<file path="src/rtl/score_display.sv">
// Score display back-end: sequential binary-to-BCD conversion of the game score and a
// time-multiplexed, leading-zero-blanked, common-anode 4-digit seven-segment driver.
module score_display #(
    parameter int unsigned SCAN_DIV = 50000
) (
    input  logic        clock,
    input  logic        reset,
    input  logic [9:0]  score,
    input  logic        blank_zeros,
    output logic [6:0]  seg,
    output logic [3:0]  an,
    output logic [15:0] bcd,
    output logic        busy
);

    localparam int unsigned ScanW = (SCAN_DIV > 1) ? $clog2(SCAN_DIV) : 1;

    typedef enum logic [1:0] {StIdle, StLoad, StShift, StDone} state_e;

    state_e             state_q, state_d;
    logic [9:0]         s1_q, s2_q;
    logic [9:0]         last_q, last_d;
    logic [25:0]        sr_q, sr_d, sr_adj;
    logic [3:0]         iter_q, iter_d;
    logic [15:0]        bcd_q, bcd_d;
    logic               busy_q, busy_d;
    logic [ScanW-1:0]   scan_q, scan_d;
    logic [1:0]         idx_q, idx_d;
    logic [6:0]         seg_q, seg_d;
    logic [3:0]         an_q, an_d;
    logic [3:0]         nib;
    logic               blank;

    function automatic logic [6:0] seg_enc(input logic [3:0] d);
        logic [6:0] s;
        case (d)
            4'd0:    s = 7'b1000000;
            4'd1:    s = 7'b1111001;
            4'd2:    s = 7'b0100100;
            4'd3:    s = 7'b0110000;
            4'd4:    s = 7'b0011001;
            4'd5:    s = 7'b0010010;
            4'd6:    s = 7'b0000010;
            4'd7:    s = 7'b1111000;
            4'd8:    s = 7'b0000000;
            4'd9:    s = 7'b0010000;
            default: s = 7'b1111111;
        endcase
        return s;
    endfunction

    // Conversion FSM and double-dabble datapath
    always_comb begin
        state_d = state_q;
        sr_d    = sr_q;
        iter_d  = iter_q;
        last_d  = last_q;
        bcd_d   = bcd_q;
        sr_adj  = sr_q;
        for (int i = 0; i < 4; i++) begin
            if (sr_q[10+4*i +: 4] >= 4'd5) begin
                sr_adj[10+4*i +: 4] = sr_q[10+4*i +: 4] + 4'd3;
            end
        end
        case (state_q)
            StIdle: begin
                if ((s1_q == s2_q) && (s2_q != last_q)) state_d = StLoad;
            end
            StLoad: begin
                sr_d    = {16'b0, s2_q};
                last_d  = s2_q;
                iter_d  = 4'd0;
                state_d = StShift;
            end
            StShift: begin
                sr_d   = {sr_adj[24:0], 1'b0};
                iter_d = iter_q + 4'd1;
                if (iter_q == 4'd9) state_d = StDone;
            end
            StDone: begin
                bcd_d   = sr_q[25:10];
                state_d = StIdle;
            end
            default: state_d = StIdle;
        endcase
        // Rises as LOAD is entered, falls one cycle after DONE, so back-to-back
        // conversions always show a one-cycle gap.
        busy_d = (state_q != StIdle) || ((state_d == StLoad) && !busy_q);
    end

    // Digit scan and output drive
    always_comb begin
        scan_d = (scan_q == ScanW'(SCAN_DIV - 1)) ? '0 : scan_q + 1'b1;
        idx_d  = (scan_q == ScanW'(SCAN_DIV - 1)) ? idx_q + 2'd1 : idx_q;
        nib    = 4'd0;
        blank  = 1'b0;
        case (idx_q)
            2'd0: nib = bcd_q[3:0];
            2'd1: begin
                nib   = bcd_q[7:4];
                blank = blank_zeros && (bcd_q[15:4] == 12'd0);
            end
            2'd2: begin
                nib   = bcd_q[11:8];
                blank = blank_zeros && (bcd_q[15:8] == 8'd0);
            end
            default: begin
                nib   = bcd_q[15:12];
                blank = blank_zeros && (bcd_q[15:12] == 4'd0);
            end
        endcase
        seg_d = blank ? 7'h7F : seg_enc(nib);
        an_d  = blank ? 4'hF : ~(4'b1 << idx_q);
    end

    always_ff @(posedge clock or negedge reset) begin
        if (!reset) begin
            state_q <= StIdle;
            s1_q    <= '0;
            s2_q    <= '0;
            last_q  <= '0;
            sr_q    <= '0;
            iter_q  <= '0;
            bcd_q   <= '0;
            busy_q  <= 1'b0;
            scan_q  <= '0;
            idx_q   <= '0;
            seg_q   <= 7'h7F;
            an_q    <= 4'hF;
        end else begin
            state_q <= state_d;
            s1_q    <= score;
            s2_q    <= s1_q;
            last_q  <= last_d;
            sr_q    <= sr_d;
            iter_q  <= iter_d;
            bcd_q   <= bcd_d;
            busy_q  <= busy_d;
            scan_q  <= scan_d;
            idx_q   <= idx_d;
            seg_q   <= seg_d;
            an_q    <= an_d;
        end
    end

    assign seg  = seg_q;
    assign an   = an_q;
    assign bcd  = bcd_q;
    assign busy = busy_q;

endmodule

</file>
<file path="config.mk">
export PLATFORM = sky130hd
export DESIGN_NAME = score_display
export DESIGN_NICKNAME = d
export VERILOG_FILES = /design/src/rtl/score_display.sv
export SDC_FILE = /design/constraint.sdc
export NUM_CORES = 1
export LEC_CHECK = 0
export ABC_AREA = 0
export CAP_MARGIN = 20
export CORE_MARGIN = 5
export CORE_UTILIZATION = 50
export DETAILED_ROUTE_END_ITERATION = 7
export GPL_TIMING_DRIVEN = 0
export PLACE_DENSITY = 0.8
export SLEW_MARGIN = 20
export SYNTH_ARGS = -nofsm -noshare
export SYNTH_HDL_FRONTEND = slang
export SYNTH_SLANG_ARGS = --single-unit
</file>
<file path="constraint.sdc">
create_clock -name clock -period 2.4 [get_ports clock]
set_clock_uncertainty 0.2 [all_clocks]
set_input_delay 0.48 -clock clock [delete_from_list [all_inputs] [get_ports clock]]
set_output_delay 0.48 -clock clock [all_outputs]
set_load 0.005 [all_outputs]
</file>
**After elaboration in Yosys (flattened, before gate mapping)**

Memory sizes are Yosys's and may differ from the RTL's.
Cells that the tools add are included.

- Bits in latches: 0
- Word-level logic and storage cells: 64
- Output and inout bits: 28
- Memory bits (writable): 0
- Register bits after elaboration: 108
- Memories: 1
- Memory bits (read-only): 112

- $lt $le $gt $ge: 4
- Add/subtract/negate cells: 7
- Divide/modulo/power cells: 0
- Bitwise logic cells: 1
- Reduce and logical (&&, ||, !) cells: 14
- Multiply operators: 0
- Shift-type cells: 1
- Muxes and demuxes: 14
- Equal/unequal tests: 10

Memory list:

| memory | words | width | read ports | clocked after memory_dff | write ports | RTL line | RTL |
|---|---|---|---|---|---|---|---|
| (name not given) | 16 | 7 | 1 | 0 | 0 | 36 | `case (d)` |

Operators by type and width:

| cell | number |
|---|---|
| 26-bit one-hot mux with 2 select lines | 1 |
| 16-bit by 1-bit adder with 16-bit output (second input constant) | 1 |
| 16-bit == test (second input constant) | 1 |
| 4-bit by 3-bit greater-or-equal comparator with 1-bit output (second input constant) | 4 |
| 16-bit 2-to-1 mux | 1 |
| 4-bit 2-to-1 mux | 4 |
| 4-bit by 2-bit adder with 4-bit output (second input constant) | 3 |
| 12-bit zero test | 1 |
| 4-bit one-hot mux with 3 select lines | 1 |
| 10-bit == test | 1 |
| 10-bit != test | 1 |
| 8-bit zero test | 1 |
| 2-bit one-hot mux with 4 select lines | 1 |
| 4-bit one-hot mux with 2 select lines | 1 |
| 7-bit 2-to-1 mux | 1 |
| 2-bit by 1-bit == test with 1-bit output (second input constant) | 3 |
| 2-bit == test (second input constant) | 3 |
| 1-bit logical AND | 5 |
| 4-bit by 1-bit adder with 4-bit output (second input constant) | 1 |
| 4-bit == test (second input constant) | 1 |
| 2-bit zero test | 2 |
| 4-bit zero test | 1 |
| 2-bit 2-to-1 mux | 2 |
| 4-bit NOT | 1 |
| other kinds (8) | 9 |

**Longest topological paths before layout**

Gate-level depths: netlist of run 1.

- Depth in word-level cells: 7
- Depth in mapped cells: 8
- Mapped depth without buffers: 8

**Worst setup path after synthesis of run 1**

OpenSTA, ideal clock, no wires.

- Path type: flip-flop to flip-flop
- Start: register idx_q[0]
- End: register seg_q[0] (netlist: seg[0])
- Required time: 2.129 ns
- Arrival time: 1.917 ns
- Path buffers: 0
- Slack: 0.211 ns
- Period minus slack after synthesis: 2.189 ns
- Stages on the path, launching flop included: 8
- Cell sequence: dfrtp_1 > inv_1 > ha_1 > a222oi_1 > mux2i_1 > or2_1 > or3_1 > nand4_1

- Cells in the longest elaborated chain, start to end: 4
- Elaborated cells between the ends (all ways): 7

RTL lines:

| item | RTL line | RTL |
|---|---|---|
| start, declared | 28 | `logic [1:0] idx_q, idx_d;` |
| start signal, assigned | 140 | `idx_q <= idx_d;` |
| 2-bit == test, or another cell as far along | 97 | `case (idx_q)` |
| 4-bit one-hot mux with 3 select lines | 97 |  |
| memory read 16 x 7 bit | - |  |
| 7-bit 2-to-1 mux (*) | 112 | `seg_d = blank ? 7'h7F : seg_enc(nib);` |
| named net seg_d[0] | 29 | `logic [6:0] seg_q, seg_d;` |
| end signal, assigned | 141 | `seg_q <= seg_d;` |
| end, declared | 29 |  |

Mark *: on every way through the listed nets, which the timed path passes. The rest lies on a longest branch.
A chain may end at the register's enable or synchronous reset.

**Worst setup path in the final report of run 1**

- Start: register idx_q[1]
- End: register seg_q[3] (netlist: seg[3])

Same word-level chain as after synthesis.

==> metrics.md, run 1 <==
| Metric | Value |
|---|---|
| Final min period | 2.344 ns |
| Clock Sinks | 108 |
| Comb pwr share | 33.3% |
| Syn Nets | 457 |
| Net Sw Power | 1747 µW |
| Num CTS Buffers | 9 |
| Total track usage | 16.90% |
| H-tree depth | 3 |
| Die W | 108.3 µm |
| Synth cell count leaders | dfrtp_1, inv_1, xnor2_1, nor2_1, ha_1 |
| CP max-delay cell | dfrtp_1 |
| Slew Limit Headroom | 58.04% |
| CP top delay family | compound AO/OA/AOI/OAI gates |
| Cell Area, Synth | 0.004836 mm² |
| Avg Synthesized Cell Area | 11.51 µm² |
| Sw Ratio | 34.20% |
| Post-Layout Cell Count | 614 |
| Drt wl/cell | 14.88 µm |
| Critical path startpoint category | flop |
| Crit share post-route | 97.65% |
| DR vias/cell | 5.401 |
| Buffers on Ports | 40 |
| Synth area leader | dfrtp_1 |
| Ys Warns | 0 |
| Most common cell in the netlist | dfrtp_1 |
| Post-synthesis sequential area ratio | 56.17% |
| Clk buf depth | 2 |
| Final slew viol count | 0 |
| Core footprint | 0.009328 mm² |
| Hold Fails Final Rpt | 0 |
| Outcome | finished clean |
| 1st-iter DRT viols | 110 |
| Fin nets | 517 |
| Worst setup path startpoint | idx_q[1]$_DFFE_PN0N_ |
| Post-synthesis cell type count | 37 |
| Global-route wire length before repair | 15.96 mm |
| DRT Pass-1 Iters | 5 |
| Die Span Y | 108.3 µm |
| Post-synth EDFFs | 0 |
| Max VDD drop | 0.5933 mV |
| Area Overhead vs Synth | 17.77% |
| CTS tree | built |
| Post-DP Area | 0.005426 mm² |
| Clk_lat worst skew | 0.35 ns |
| Vias in the first global route | 3,431 |
| Routed wire length | 9.136 mm |
| Worst hold path class | reg -> reg |
| Max_cap viols | 0 |
| Rows | 35 |
| Ys async rst share | 100.0% |
| Worst path required time | 2.47 ns |
| P_int | 3360 µW |
| Synth Instances | 420 |
| Congestion Overflow GR | 0 |
| Min Hold Slack | 0.1994 ns |
| Post-route DRC | 0 |
| Endpoints failing setup | 0 |
| Top FF cell, synth | dfrtp_1 |
| CP max stage delay | 0.43 ns |
| Clock transition at the registers of the reported paths | 0.10 ns |
| Seq pwr share | 46.4% |
| Number of instances in the placed design | 590 |
| Hold_sp | s1_q[5]$_DFF_PN0_ |
| RD Place Congestion | 0.8824 |
| Die area | 0.01174 mm² |
| Max frequency | 426.7 MHz |
| Flop and latch count out of synthesis | 108 |
| Crit-path max FO | 6 |
| Clock tree root buffer cell | clkbuf_8 |
| Final worst slack | 0.05645 ns |
| Vias | 3,316 |
| Clock Power Share | 20.3% |
| Io pins | 41 |
| Initial antenna violation count | 0 |
| Dpl ws | -0.1019 ns |
| Main area contributors after synthesis | dfrtp_1, ha_1, dfstp_2 |
| Buf+Inv Stages, Crit Path | 2 |
| Routed Antenna Nets | 0 |
| Worst Tran Pin Value | 0.6294 ns |
| Ratio of cells with drive above 1 in the final layout | 14.02% |
| Fillers | 740 |
| Layout Cell Area excl Fill | 0.005695 mm² |
| Post-synth top area share | 50.19% |
| Crit path DAT | 2.41 ns |
| Cell Chain, Critical Path | inv_1 > ha_2 > a222oi_1 > mux2i_2 > buf_4 > ha_1 > o21ai_1 > nand4_1 |
| Ant diodes | 0 |
| HPWL after DPL | 6.510 mm |
| RR Startpoint | idx_q[1]$_DFFE_PN0N_ |
| Leakage power | 0.002445 µW |
| Initial Utilization | 51.84% |
| Maximum number of pins on one net before global-route repair | 59 |
| Critical path type | reg -> reg |
| PwrDens | 896.7 mW/mm² |
| Crit. End Element | flop |
| Setup TNS | 0 ns |
[stage by stage]
stage / total power (µW) / util (%)
after CTS: 5120 / 60.75
after floorplan: 3509 / -
after global placement: 3957 / 57.87
final: 5107 / 61.06
after detailed placement: 4031 / 58.18
after global routing: 5444 / 61.06
[layout make-up]
class	count	area, µm²	area share (%)
Timing Repair Buffer	49	491.7	8.634
Tap cell	129	161.4	2.834
Buffer	12	48.80	0.8568
Sequential cell	108	2716	47.69
Multi-Input combinational cell	269	1976	34.69
Clock buffer	12	155.1	2.724
Inverter	31	116.4	2.043
Clock inverter	4	30.03	0.5272
[worst reg2reg max path: cells and delay by family, from the launching register on]
family	cells	cell delay, ns
compound gates	2	0.56
fa+ha+maj	2	0.49
flops	1	0.43
buf+inv	2	0.29
mux	1	0.16
simple gates	1	0.12
[final timing paths]
| check | to | slack, ns | cells after the start |
|---|---|---|---|
| max in group asynchronous | state_q[1]$_DFF_PN0_ | 0.95 | 3 |
| setup / recovery | seg[3]$_DFF_PN1_ | 0.06 | 8 |
| min in group asynchronous | bcd[4]$_DFFE_PN0N_ | 0.42 | 2 |
| hold / removal | s2_q[5]$_DFF_PN0_ | 0.20 | 0 |
| setup reg to reg | seg[3]$_DFF_PN1_ | 0.06 | 8 |
| hold reg to reg | s2_q[5]$_DFF_PN0_ | 0.20 | 0 |
[metal layers]
metal,GRT usage [%],vias to the layer above,wire (µm)
met3,3.582,12,409
li1,-,1574,-
met5,0,-,0
met1,21.08,1644,4017
met2,30.02,86,4609
met4,4.148,0,99
[cells in the final DEF, fill, tap and decap left out, types with 2 or more instances in the layout]
cell             instances
mux2i_2                  3
and3_1                   2
clkbuf_2                 2
or3_1                    2
nand4_1                 10
mux2_2                  23
clkbuf_8                11
nor2b_1                  3
dfstp_2                 11
nand2b_1                 5
nand3_1                 11
ha_1                    21
a222oi_1                 4
nor3b_1                  2
ha_2                     3
nor3_1                   5
a21oi_1                 21
o22ai_1                 14
o32ai_1                  3
inv_4                    2
nor4_1                   5
dfrtp_1                 97
clkdlybuf4s50_1         39
xor2_1                  13
clkbuf_1                10
o21ai_0                 18
a31oi_1                  3
inv_1                   31
nor2_1                  27
mux2i_1                 10
nand2_1                 21
xnor2_1                 29
buf_4                    7
[flip-flops by register name, indices dropped and copies added (netlist names)]
signal   count
an           4
bcd         16
busy         1
idx_q        2
iter_q       4
last_q      10
s1_q        10
s2_q        10
scan_q      16
seg          7
sr_q        26
state_q      2
[repair_timing]
action / 4_1_cts / 5_1_grt
resized for setup: 2 / 10
pin swaps: 2 / 1
hold buffers: 1 / 0
setup buffers: 5 / 2
endpoints found under the hold margin: 39 / 0
setup endpoints to repair: 3 / 8
[power by group through the flow]
| stage | logic (µW) | registers (µW) | clock network (µW) |
|---|---|---|---|
| after floorplan | 1160 | 2350 | 0 |
| after global placement | 1570 | 2380 | 0 |
| after detailed placement | 1630 | 2400 | 0 |
| after CTS | 1690 | 2370 | 1060 |
| after global routing | 1900 | 2410 | 1130 |
| final | 1700 | 2370 | 1030 |
[logic make-up (layout without fill, tap and decap cells)]
group           Yosys count  count (layout)  share of synthesized area, %
compound gates           69              69                         8.616
fa+ha+maj                24              24                         6.210
mux                      36              36                         8.047
xor+xnor                 42              42                         7.607
simple gates             98              98                         9.987
buf+inv                  43             108                         3.363
flops                   108             108                         56.17
No activity file was read; power rests on OpenSTA's default activity.
==> inputs of run 2 (changes only) <==
CORE_UTILIZATION = 40   (was 50)
PLACE_DENSITY = 0.69   (was 0.8)
clock period = 2.3 ns   (was 2.4 ns; I/O delays follow)
==> run 2 against run 1 <==
  * The run now ends with negative setup slack left
  * First-iteration DRC count rose by 110%
  * Register-to-register slack got worse by 0.12 ns
  * Power rose by 10%
  * Sequential share of layout area fell by 1.1 points
  * Core utilization fell by 12 points
  * Clock power rose by 35%
  * Sequential power rose by 4%
  * Highest routed layer unchanged
  * Cell count rose by 3.1%
==> metrics.md, run 2 (synthesis results as in run 1) <==
| Metric | Value |
|---|---|
| Total track usage | 14.05% |
| Fin nets | 518 |
| Reg2Reg Setup Slack | -0.06 ns |
| Ratio of cells with drive above 1 in the final layout | 14.20% |
| Clk buf depth | 2 |
| Routed Antenna Nets | 0 |
| Drt wl/cell | 15.31 µm |
| Worst setup path startpoint | idx_q[0]$_DFFE_PN0N_ |
| Max VDD drop | 0.6345 mV |
| Slew Limit Headroom | 59.73% |
| Min Hold Slack | 0.1909 ns |
| Final min period | 2.363 ns |
| Area Overhead vs Synth | 20.67% |
| Buffers on Ports | 40 |
| Critical path type | reg -> reg |
| Global-route wire length before repair | 16.30 mm |
| Clock Sinks | 108 |
| Congestion Overflow GR | 0 |
| Max frequency | 423.1 MHz |
| Num CTS Buffers | 9 |
| Max reg flops | 26 |
| Most flops, register | sr_q |
| Vias | 3,297 |
| PwrDens | 966.1 mW/mm² |
| Commonest non-fill, non-tap cell in the layout | dfrtp_1 |
| H-tree depth | 3 |
| Failing checks | negative setup slack |
| Most frequent cells in the layout | dfrtp_1, clkdlybuf4s50_1, inv_1, xnor2_1, nor2_1 |
| Leakage power | 0.002481 µW |
| 1st-iter DRT viols | 234 |
| Post-Layout Cell Count | 633 |
| DR vias/cell | 5.209 |
| Dpl ws | -0.1972 ns |
| Maximum number of pins on one net before global-route repair | 76 |
| RR Endpoint | seg[0]$_DFF_PN1_ |
| Crit share post-route | 102.7% |
| Power Total | 5638 µW |
| CTS tree | built |
| Hold Fails Final Rpt | 0 |
| Crit path DAT | 2.43 ns |
| Worst hold path class | reg -> reg |
| Worst path required time | 2.37 ns |
| Initial antenna violation count | 0 |
| Die Span Y | 120.0 µm |
| Worst Tran Pin Value | 0.6041 ns |
| Rows | 40 |
| RD Place Congestion | 0.7705 |
| Die W | 120.0 µm |
| DRT Pass-1 Iters | 5 |
| Post-route DRC | 0 |
| Crit-path max FO | 6 |
| Critical path startpoint category | flop |
| Max_cap viols | 0 |
| Routed wire length | 9.694 mm |
| Initial Utilization | 40.60% |
| Clock tree root buffer cell | clkbuf_16 |
| Final worst slack | -0.06324 ns |
| Vias in the first global route | 3,348 |
| CP endpoint | seg[0]$_DFF_PN1_ |
| Crit. End Element | flop |
| Clock transition at the registers of the reported paths | 0.06 ns |
| Final slew viol count | 0 |
| Number of instances in the placed design | 608 |
| Ant diodes | 0 |
| Core footprint | 0.01191 mm² |
| Util after Layout | 48.99% |
| Io pins | 41 |
| RR Startpoint | idx_q[0]$_DFFE_PN0N_ |
| Outcome | complete, but fails checks |
| HPWL after DPL | 6.789 mm |
| Worst R2R Path Depth | 7 |
| Die area | 0.01439 mm² |
| Endpoints failing setup | 2 |
| Clk_lat worst skew | 0.34 ns |
| RSZ-0062 raised after global routing | true |
run 2: cell count changes in the layout (fill, tap and decap cells not counted), sizes merged:
cell    before  now
clkinv       1    0
buf         10   11
inv         34   31
clkbuf      23   27
run 2: layout make-up:
class                           count  area (µm²)
Clock buffer                       16       261.5
Multi-Input combinational cell    269        2009
Inverter                           31       116.4
Timing Repair Buffer               50       499.2
Sequential cell                   108        2716
Buffer                             12       48.80
Tap cell                          147       183.9
Fill cell                        1063        6076
run 2: what timing repair did:
item | in CTS | in global routing
hold endpoints to repair | 33 | 0
endpoints found under the setup margin | 4 | 32
setup buffers | 7 | 1
gates resized for setup | 8 | 12
pin swaps | 2 | 3
hold buffers | 1 | 0
run 2: routing by layer:
layer	vias up	share of wire, %	wire, µm	GRT usage [%]
li1	1576	-	-	-
met1	1630	45	4407	17.84
met2	80	48	4643	23.11
met3	11	5.4	521	3.817
met4	0	1.3	122	4.939
met5	-	0	0	0
run 2: stage by stage:
stage | setup TNS (ns) | cell area [µm²]
4_1_cts | 0 | 5808
5_1_grt | -0.3536 | 5836
6_report | -0.1160 | 5836
3_5_place_dp | -0.6417 | 5449
3_3_place_gp | -345.07 | 5420
2_1_floorplan | 0 | 4836
run 2: power breakdown:
part / switching, µW / internal [µW]
Combinational: 979 / 797
Sequential: 217 / 2250
Clock: 625 / 768
run 2: how the worst min path moves through the flow:
stage | end | slack (ns) | from | cells after the start
2_1_floorplan | bcd[0]$_DFFE_PN0N_ | -0.04 | reset | 0
3_3_place_gp | s2_q[6]$_DFF_PN0_ | 0.18 | s1_q[6]$_DFF_PN0_ | 0
3_5_place_dp | bcd[7]$_DFFE_PN0N_ | 0.17 | reset | 1
4_1_cts | s2_q[7]$_DFF_PN0_ | 0.20 | s1_q[7]$_DFF_PN0_ | 0
5_1_grt | s2_q[9]$_DFF_PN0_ | 0.21 | s1_q[9]$_DFF_PN0_ | 0
6_report | s2_q[7]$_DFF_PN0_ | 0.19 | s1_q[7]$_DFF_PN0_ | 0
run 2: critical path: stages (launching register included):
cell	delay (ns)
dfrtp_1	0.41
inv_2	0.09
ha_4	0.19
a222oi_1	0.47
mux2i_2	0.18
or2_1	0.28
or3_1	0.34
nand4_1	0.12
